[config.mk]
export PLATFORM = sky130hd
export DESIGN_NAME = fp_result_fifo_flat
export DESIGN_NICKNAME = d
export VERILOG_FILES = /design/src/rtl/fp_result_fifo_if.sv /design/src/rtl/fp_result_fifo.sv /design/src/flat_wrapper.sv
export SDC_FILE = /design/constraint.sdc
export NUM_CORES = 1
export LEC_CHECK = 0
export ABC_AREA = 1
export CAP_MARGIN = 10
export CORE_ASPECT_RATIO = 1.1
export CORE_UTILIZATION = 30
export CTS_BUF_LIST = sky130_fd_sc_hd__clkbuf_16
export DETAILED_ROUTE_END_ITERATION = 10
export GPL_ROUTABILITY_DRIVEN = 0
export PLACE_DENSITY = 0.51
export SYNTH_ARGS = -nofsm -noshare
export SYNTH_HDL_FRONTEND = slang
export SYNTH_SLANG_ARGS = --single-unit
export TNS_END_PERCENT = 20
[constraint.sdc]
create_clock -name clk -period 1.45 [get_ports clk]
set_input_delay 0.29 -clock clk [delete_from_list [all_inputs] [get_ports clk]]
set_output_delay 0.29 -clock clk [all_outputs]
set_load 0.02 [all_outputs]
[src/rtl/fp_result_fifo_if.sv]
// Handshake bundle between the FP multiplier, the result FIFO and its consumer.
// The slave modport is the FIFO's view; the master modport is the producer/consumer view.
interface fp_result_fifo_if #(
    parameter int width = 32
);
    logic             in_valid;
    logic             in_ready;
    logic [width-1:0] in_data;
    logic             out_valid;
    logic             out_ready;
    logic [width-1:0] out_data;
    logic [3:0]       out_class;

    modport slave (
        input  in_valid, in_data, out_ready,
        output in_ready, out_valid, out_data, out_class
    );

    modport master (
        output in_valid, in_data, out_ready,
        input  in_ready, out_valid, out_data, out_class
    );
endinterface

[src/rtl/fp_result_fifo.sv]
// Register FIFO for multiplier results; each entry is tagged {nan, inf, zero, sub} at push.
// Optional NaN/Inf push counters are enabled by defining FP_RESULT_FIFO_STATS_EN.
module fp_result_fifo #(
    parameter int width = 32,
    parameter int EXP_W = 8,
    parameter int DEPTH = 4
) (
    input  logic                     clk,
    input  logic                     rst_n,
    input  logic                     i_flush,
    fp_result_fifo_if.slave          bus,
    output logic [$clog2(DEPTH):0]   o_count
`ifdef FP_RESULT_FIFO_STATS_EN
    ,
    output logic [7:0]               o_nan_cnt,
    output logic [7:0]               o_inf_cnt
`endif
);
    localparam int MAN_W = width - 1 - EXP_W;
    localparam int AW    = $clog2(DEPTH);
    localparam int CW    = AW + 1;
    localparam logic [AW-1:0] PTR_ONE  = AW'(1'b1);
    localparam logic [CW-1:0] CNT_ONE  = CW'(1'b1);
    localparam logic [CW-1:0] CNT_FULL = CW'(DEPTH);

    function automatic logic [3:0] fp_classify(input logic [width-1:0] d);
        logic [EXP_W-1:0] e;
        logic [MAN_W-1:0] m;
        logic             e_ones;
        logic             e_zero;
        logic             m_zero;
        e      = d[width-2 -: EXP_W];
        m      = d[MAN_W-1:0];
        e_ones = &e;
        e_zero = ~|e;
        m_zero = ~|m;
        return {e_ones & ~m_zero, e_ones & m_zero, e_zero & m_zero, e_zero & ~m_zero};
    endfunction

    logic [width-1:0] r_mem [DEPTH];
    logic [3:0]       r_cls [DEPTH];
    logic [AW-1:0]    r_wr_ptr;
    logic [AW-1:0]    r_rd_ptr;
    logic [CW-1:0]    r_count;
    logic             w_push;
    logic             w_pop;
    logic [3:0]       w_in_class;

    // in_ready ignores out_ready so a full FIFO never accepts while popping
    assign bus.in_ready  = (r_count < CNT_FULL);
    assign bus.out_valid = (r_count != {CW{1'b0}});
    assign bus.out_data  = r_mem[r_rd_ptr];
    assign bus.out_class = r_cls[r_rd_ptr];
    assign o_count       = r_count;
    assign w_push        = bus.in_valid & bus.in_ready;
    assign w_pop         = bus.out_valid & bus.out_ready;
    assign w_in_class    = fp_classify(bus.in_data);

    // Storage, pointers and occupancy; flush clears bookkeeping but leaves storage intact
    always_ff @(posedge clk or negedge rst_n) begin
        if (!rst_n) begin
            r_wr_ptr <= {AW{1'b0}};
            r_rd_ptr <= {AW{1'b0}};
            r_count  <= {CW{1'b0}};
            for (int i = 0; i < DEPTH; i++) begin
                r_mem[i] <= {width{1'b0}};
                r_cls[i] <= 4'b0000;
            end
        end else if (i_flush) begin
            r_wr_ptr <= {AW{1'b0}};
            r_rd_ptr <= {AW{1'b0}};
            r_count  <= {CW{1'b0}};
        end else begin
            if (w_push) begin
                r_mem[r_wr_ptr] <= bus.in_data;
                r_cls[r_wr_ptr] <= w_in_class;
                r_wr_ptr        <= r_wr_ptr + PTR_ONE;
            end
            if (w_pop) begin
                r_rd_ptr <= r_rd_ptr + PTR_ONE;
            end
            case ({w_push, w_pop})
                2'b10:   r_count <= r_count + CNT_ONE;
                2'b01:   r_count <= r_count - CNT_ONE;
                default: r_count <= r_count;
            endcase
        end
    end

`ifdef FP_RESULT_FIFO_STATS_EN
    logic [7:0] r_nan_cnt;
    logic [7:0] r_inf_cnt;

    assign o_nan_cnt = r_nan_cnt;
    assign o_inf_cnt = r_inf_cnt;

    // Saturating counts of NaN / Inf results accepted into the FIFO
    always_ff @(posedge clk or negedge rst_n) begin
        if (!rst_n) begin
            r_nan_cnt <= 8'h00;
            r_inf_cnt <= 8'h00;
        end else if (i_flush) begin
            r_nan_cnt <= 8'h00;
            r_inf_cnt <= 8'h00;
        end else begin
            if (w_push && w_in_class[3] && (r_nan_cnt != 8'hFF)) begin
                r_nan_cnt <= r_nan_cnt + 8'h01;
            end
            if (w_push && w_in_class[2] && (r_inf_cnt != 8'hFF)) begin
                r_inf_cnt <= r_inf_cnt + 8'h01;
            end
        end
    end
`endif
endmodule

[src/flat_wrapper.sv]
// flat-port wrapper written by rule: the top's interface ports become plain ports
module fp_result_fifo_flat 
#(
    parameter int width = 32,
    parameter int EXP_W = 8,
    parameter int DEPTH = 4
)
  (clk, rst_n, i_flush, o_count, bus_in_valid, bus_in_data, bus_out_ready, bus_in_ready, bus_out_valid, bus_out_data, bus_out_class);
  fp_result_fifo_if #(.width(width)) bus_i ();
  input  logic clk;
  input  logic rst_n;
  input  logic i_flush;
  output logic [$clog2(DEPTH):0] o_count;
  input wire logic [$bits(bus_i.in_valid)-1:0] bus_in_valid;
  input wire logic [$bits(bus_i.in_data)-1:0] bus_in_data;
  input wire logic [$bits(bus_i.out_ready)-1:0] bus_out_ready;
  output wire logic [$bits(bus_i.in_ready)-1:0] bus_in_ready;
  output wire logic [$bits(bus_i.out_valid)-1:0] bus_out_valid;
  output wire logic [$bits(bus_i.out_data)-1:0] bus_out_data;
  output wire logic [$bits(bus_i.out_class)-1:0] bus_out_class;
  assign bus_i.in_valid = bus_in_valid;
  assign bus_i.in_data = bus_in_data;
  assign bus_i.out_ready = bus_out_ready;
  assign bus_in_ready = bus_i.in_ready;
  assign bus_out_valid = bus_i.out_valid;
  assign bus_out_data = bus_i.out_data;
  assign bus_out_class = bus_i.out_class;
  fp_result_fifo #(.width(width), .EXP_W(EXP_W), .DEPTH(DEPTH)) u_core (.clk(clk), .rst_n(rst_n), .i_flush(i_flush), .bus(bus_i), .o_count(o_count));
endmodule
==> qor.yml, run 1 <==
clock_network:
  clock_sinks: 151
  htree_num_levels: 4
  clockRootBuffer: "sky130_fd_sc_hd__clkbuf_16"
  cts.path.max_buffers: 2
  cts_buffers: 17
  clk_pin_slew_worst_paths_ns: 0.06
  clock_insertion_delay_worst_skew_ns: 0.42
  cts_tree: "yes"
power_and_ir_drop:
  vdd_drop_max_uv: 974
  seq_power_share: 0.344
  p_sw_frac: 0.382
  cell_internal_pwr_uw: 12800
  power_density_nw_per_um2: 2070
  net-switching-power_uw: 7890
  clkPwrFrac: 0.198
  p_leak_uw: 0.00473
  combPwrFrac: 0.458
worst_setup_path:
  worstPathRequired_ns: 1.16
  worstSetupEndpointType: "primary output"
  critPathLaunchType: "register"
  path_class: "reg2out"
  timing.critical_path.arrival_ns: 1.69
  critPathMaxFanout: 6
place:
  dp.final_hpwl_mm: 12.2
  dpl-instance-area_sq_um: 8750
  dpl_worst_slack_ns: -0.495
  count_of_buffers_inserted_at_the_top_level_ports: 77
grt:
  remaining_global_route_overflow: 0
  antenna_found_initial: 0
  grt_max_degree: 44
  vias_in_the_first_global_route: 5923
  grt_first_pass_wirelength_mm: 32.5
  grt_use_total: 0.178
timing:
  worst_pin_slew_ns: 0.306
  max-slew-margin-rel: 0.795
  fin_ws_ns: -0.526
  finalClockSkew_ns: 0.00800
  finalSetupViolations: 38
  period_minus_slack_ns: 1.98
  final_hold_viol_count: 0
  slew_viol_final: 0
  max_fclk_ghz: 0.506
  rsz0062_at_grt: "true"
  fin_worst_hold_slack_ns: 0.329
  fin_crit_sh: 1.36
run:
  max_cap_violations: 0
yosys:
  netlist.area_leader.share: 0.551
  postSynthNetCount: 845
  netlist_area_pre_place_sq_um: 6850
  synth_top_cells_by_area: "sky130_fd_sc_hd__dfrtp_1 (55%), sky130_fd_sc_hd__o21ai_0 (13%), sky130_fd_sc_hd__nand2_1 (10%), sky130_fd_sc_hd__nor2_1 (5.0%), sky130_fd_sc_hd__o22ai_1 (3.3%)"
  synthesis.yosys.warnings: 0
  synth_cell_type_count: 26
  syn-instance-count: 803
  synth_top_cell_by_area: "sky130_fd_sc_hd__dfrtp_1"
  ys_ff_latch: 151
  synth_seq_area_share: 0.551
  avgSynthCellArea_sq_um: 8.54
route:
  detailroute.via_count: 5961
  avgViaCountPerCell: 4.76
  drt-pass1-iter-count: 5
  antenna_left: 0
  finalWirelength_mm: 20.0
  post-route-drc-count: 0
  drt-wirelength-per-cell_um: 16.0
  dr.first_iter.drc_count: 393
floorplan:
  std_cell_rows: 57
  die_h_um: 161
  start_util: 0.308
  ioPinCount: 78
  area_of_the_core_sq_um: 22300
  dieArea_sq_um: 23500
  die_x_um: 146
finish:
  final.fill_count: 2237
  final_area_sq_um: 9980
  drive_above_1_share: 0.293
  synthToLayoutAreaGrowth_pct: 45.6
  num-nets-final: 987
  diodes: 0
hold_path:
  hold_path_class: "in2async"
outcome:
  status: "finished, violations left"
  failed_checks: "setup timing"
[placed cells by master (no fill, tap or decap), drive strengths merged, types with 5 or more instances in the layout]
master and n:
o21ai 201, nand2 188, dfrtp 151, buf 135
nor2 92, inv 45, o22ai 36, clkdlybuf4s50 35
nand3 22, clkbuf 20, clkinv 12, nand4 5
[final timing paths]
kind                                     end  slack (ns)               start  cells after the start
setup / recovery            bus_out_data[24]       -0.53  u_core.r_rd_ptr[0]                      6
hold / removal              u_core.r_mem[65]        0.33               rst_n                      2
setup reg to reg           u_core.o_count[2]       -0.01   u_core.o_count[0]                      8
hold reg to reg              u_core.r_cls[9]        0.48     u_core.r_cls[9]                      2
min in group clk             u_core.r_cls[9]        0.48     u_core.r_cls[9]                      2
max in group asynchronous  u_core.r_mem[117]        0.59               rst_n                      3
[Yosys cell counts]
library cell	n
sky130_fd_sc_hd__dfrtp_1	151
sky130_fd_sc_hd__fa_1	1
sky130_fd_sc_hd__buf_6	8
sky130_fd_sc_hd__a21oi_1	1
sky130_fd_sc_hd__nor2_1	91
sky130_fd_sc_hd__nand3_1	22
sky130_fd_sc_hd__nor2_8	1
sky130_fd_sc_hd__clkbuf_1	32
sky130_fd_sc_hd__o21ai_2	12
sky130_fd_sc_hd__o21ai_1	14
sky130_fd_sc_hd__nand4_1	5
sky130_fd_sc_hd__ha_1	4
sky130_fd_sc_hd__a22o_1	1
sky130_fd_sc_hd__buf_2	12
sky130_fd_sc_hd__o22ai_1	36
sky130_fd_sc_hd__nor3b_1	1
sky130_fd_sc_hd__nand2_1	182
sky130_fd_sc_hd__inv_2	2
sky130_fd_sc_hd__nand2_2	1
sky130_fd_sc_hd__clkinv_1	3
sky130_fd_sc_hd__o21bai_1	1
sky130_fd_sc_hd__nand3b_1	1
sky130_fd_sc_hd__nand2_4	5
sky130_fd_sc_hd__o21ai_0	175
sky130_fd_sc_hd__inv_1	40
sky130_fd_sc_hd__nor3_1	1
[cell type report]
cell class	count	area, sq um	area share
sequential	151	3780	0.379
multi-input combinational	555	3170	0.318
timing repair buffer	175	1940	0.194
clock buffer	17	425	0.0426
tap	295	369	0.0370
inverter	45	176	0.0177
clock inverter	15	114	0.0114
[per-layer routing]
metal  up-vias  global-route usage  wire (um)
met5         -                   0          0
met4         0              0.0611        306
met3        18              0.0267        594
met2       116               0.285       9350
met1      2868               0.245       9800
li1       2959                   -          -
[critical path: stages, from the launching register on]
cell                        delay, ns
sky130_fd_sc_hd__dfrtp_2         0.44
sky130_fd_sc_hd__buf_4           0.16
sky130_fd_sc_hd__buf_12          0.13
sky130_fd_sc_hd__clkbuf_16       0.18
sky130_fd_sc_hd__nor2_4          0.12
sky130_fd_sc_hd__o22ai_2         0.09
sky130_fd_sc_hd__buf_6           0.14
[cells by family (layout without fill, tap and decap cells)]
| family | Yosys count | after routing | share of synthesized area |
|---|---|---|---|
| AND/OR/NAND/NOR | 310 | 310 | 0.185 |
| AO/OA/AOI/OAI | 240 | 240 | 0.189 |
| flip-flops | 151 | 151 | 0.551 |
| buffers and inverters | 97 | 252 | 0.0641 |
| adder cells (fa/ha/maj) | 5 | 5 | 0.0102 |
[power groups by stage]
stage	Clock (uW)	Combinational, uW	Sequential, uW
after floorplan	0	4880	6680
after global placement	0	7830	6880
after detailed placement	0	7930	6860
after CTS	4200	8830	6970
after global routing	4360	10300	7340
final	4090	9470	7120
[through the flow]
step	utilization	total power (uW)	TNS [ns]	instances
floorplan	-	11600	-1.47	803
global placement	0.393	14700	-55.15	1203
detailed placement	0.393	14800	-56.74	1203
CTS	0.436	20000	-18.26	1250
global route	0.448	22000	-23.55	1253
finish	0.448	20700	-17.56	1253
[what timing repair did]
action,4_1_cts,5_1_grt
pin swaps,13,8
setup buffers,7,0
hold endpoints to repair,20,0
hold buffers,1,0
endpoints found under the setup margin,42,162
gates resized for setup,315,85
cloned,7,3
[sequential cells by signal, summed over array words and instances, names as in the netlist]
signal and count:
u_core.o_count 3, u_core.r_cls 16, u_core.r_mem 128, u_core.r_rd_ptr 2, u_core.r_wr_ptr 2
Power figures use the tool's default switching activity.
==> run 2, diff against run 1 <==
--- a/config.mk
+++ b/config.mk
@@ -6,13 +6,14 @@
 export NUM_CORES = 1
 export LEC_CHECK = 0
 export ABC_AREA = 1
+export ABC_CLOCK_PERIOD_IN_PS = 2290
 export CAP_MARGIN = 10
 export CORE_ASPECT_RATIO = 1.1
 export CORE_UTILIZATION = 30
 export CTS_BUF_LIST = sky130_fd_sc_hd__clkbuf_16
 export DETAILED_ROUTE_END_ITERATION = 10
 export GPL_ROUTABILITY_DRIVEN = 0
-export PLACE_DENSITY = 0.51
+export PLACE_DENSITY = 0.49
 export SYNTH_ARGS = -nofsm -noshare
 export SYNTH_HDL_FRONTEND = slang
 export SYNTH_SLANG_ARGS = --single-unit
==> constraint.sdc (replaced) <==
create_clock -name clk -period 2.29 [get_ports clk]
set_input_delay 0.458 -clock clk [delete_from_list [all_inputs] [get_ports clk]]
set_output_delay 0.458 -clock clk [all_outputs]
set_load 0.02 [all_outputs]
==> qor.yml, run 2 (synthesis gave the netlist of run 1 again) <==
worst_setup_path:
  timing.critical_path.arrival_ns: 1.78
  critPathLaunchType: "register"
  worstSetupEndpointType: "primary output"
  path_class: "reg2out"
  critPathMaxFanout: 26
  worstPathRequired_ns: 1.83
place:
  dp.final_hpwl_mm: 11.9
  total_instance_count_after_detailed_placement: 1161
  count_of_buffers_inserted_at_the_top_level_ports: 77
outcome:
  failed_checks: "hold timing"
  status: "finished, violations left"
finish:
  diodes: 0
  layout.cells.non_filler: 1194
  final_common_cell: "sky130_fd_sc_hd__nand2_1"
  drive_above_1_share: 0.142
  final.fill_count: 2307
  largest_register: "u_core.r_mem"
  synthToLayoutAreaGrowth_pct: 27.4
  largest_reg_flops: 128
  commonest_non_fill_non_tap_cells_in_the_layout: "sky130_fd_sc_hd__nand2_1 (182), sky130_fd_sc_hd__o21ai_0 (175), sky130_fd_sc_hd__dfrtp_1 (150)"
  num-nets-final: 928
floorplan:
  std_cell_rows: 57
  die_h_um: 161
  ioPinCount: 78
  area_of_the_core_sq_um: 22300
  die_x_um: 146
  start_util: 0.308
  dieArea_sq_um: 23500
power_and_ir_drop:
  power_uw: 11400
  p_leak_uw: 0.00421
  power_density_nw_per_um2: 1310
  vdd_drop_max_uv: 428
grt:
  remaining_global_route_overflow: 0
  antenna_found_initial: 0
  grt_max_degree: 52
  vias_in_the_first_global_route: 5518
  grt_use_total: 0.163
  grt_first_pass_wirelength_mm: 29.8
clock_network:
  clock_insertion_delay_worst_skew_ns: 0.42
  cts.path.max_buffers: 2
  number_of_post_cts_setup_repair_buffers: 0
  cts.hold.buffers_added: 0
  htree_num_levels: 4
  clk_pin_slew_worst_paths_ns: 0.06
  clock_sinks: 151
  cts_buffers: 17
  clockRootBuffer: "sky130_fd_sc_hd__clkbuf_16"
  cts_tree: "yes"
timing:
  rsz0062_at_grt: "true"
  finalClockSkew_ns: 0.00959
  final_hold_viol_count: 1
  max_fclk_ghz: 0.446
  worst_pin_slew_ns: 0.538
  slew_viol_final: 0
  fin_crit_sh: 0.979
  finalSetupViolations: 0
  max-slew-margin-rel: 0.641
  fin_worst_hold_slack_ns: -0.00399
  period_minus_slack_ns: 2.24
run:
  max_cap_violations: 0
route:
  finalWirelength_mm: 18.0
  detailroute.via_count: 5665
  dr.first_iter.drc_count: 358
  avgViaCountPerCell: 4.74
  post-route-drc-count: 0
  drt-wirelength-per-cell_um: 15.1
  antenna_left: 0
  drt-pass1-iter-count: 5
hold_path:
  hold_path_class: "in2async"
## run 2: cell count changes in the layout (fill, tap and decap cells not counted), sizes merged
cell           change
bufbuf             +1
bufinv             +3
buf               -81
dlygate4sd3        -1
clkdlybuf4s15      +9
clkbuf             +8
clkinv             -3
clkdlybuf4s50      +5
## run 2: worst max-delay path, cell delays in order (launching register included)
cell,delay (ns)
sky130_fd_sc_hd__dfrtp_2,0.42
sky130_fd_sc_hd__bufbuf_16,0.35
sky130_fd_sc_hd__o21ai_0,0.11
sky130_fd_sc_hd__o22ai_1,0.19
sky130_fd_sc_hd__clkdlybuf4s15_2,0.29
## run 2: cell type report
class                   instances  area, sq um  share of cell area
clock buffers                  17          425              0.0487
clock inverters                15          186              0.0214
inverters                      45          169              0.0193
multi-input cells             555         2650               0.303
flip-flops and latches        151         3780               0.433
well taps                     295          369              0.0423
repair buffers                116         1150               0.132
## run 2: routing by layer
layer | part of all wire | routed length [um] | global-route usage | vias up
li1 | - | - | - | 2841
met1 | 0.49 | 8880 | 0.223 | 2710
met2 | 0.47 | 8410 | 0.259 | 99
met3 | 0.031 | 561 | 0.0352 | 15
met4 | 0.011 | 193 | 0.0464 | 0
met5 | 0 | 0 | 0 | -
## run 2: final timing paths
kind,slack [ns],cells past startpoint,to,startpoint
max in group asynchronous,1.69,2,u_core.r_mem[50],rst_n
setup / recovery,0.05,4,bus_out_data[22],u_core.r_rd_ptr[0]
setup reg to reg,0.63,8,u_core.o_count[2],u_core.o_count[0]
hold / removal,-0.004,1,u_core.r_mem[100],rst_n
min in group clk,0.48,2,u_core.r_mem[50],u_core.r_mem[50]
hold reg to reg,0.48,2,u_core.r_mem[50],u_core.r_mem[50]
## run 2: through the flow
step           setup WS [ns]  setup TNS, ns  instance area [sq um]  hold slack [ns]  utilization
3_5_place_dp          0.0177              0                   8170            0.464        0.367
3_3_place_gp          0.0257              0                   8170            0.461        0.367
5_1_grt              -0.0640         -0.275                   8730           0.0278        0.392
4_1_cts             -0.00834        -0.0165                   8830           0.0122        0.397
2_1_floorplan          0.462              0                   6850            0.162            -
6_report              0.0488              0                   8730         -0.00399        0.392
## run 2: where the power goes
part / switching, uW / internal, uW / total [uW]
Combinational: 2470 / 1690 / 4160
Clock: 1110 / 1810 / 2920
Sequential: 593 / 3740 / 4330
## run 2: what timing repair did
item                       4_1_cts  5_1_grt
resized for setup               98       31
pin swaps                        1        0
cloned                           1        0
setup endpoints to repair       36       32
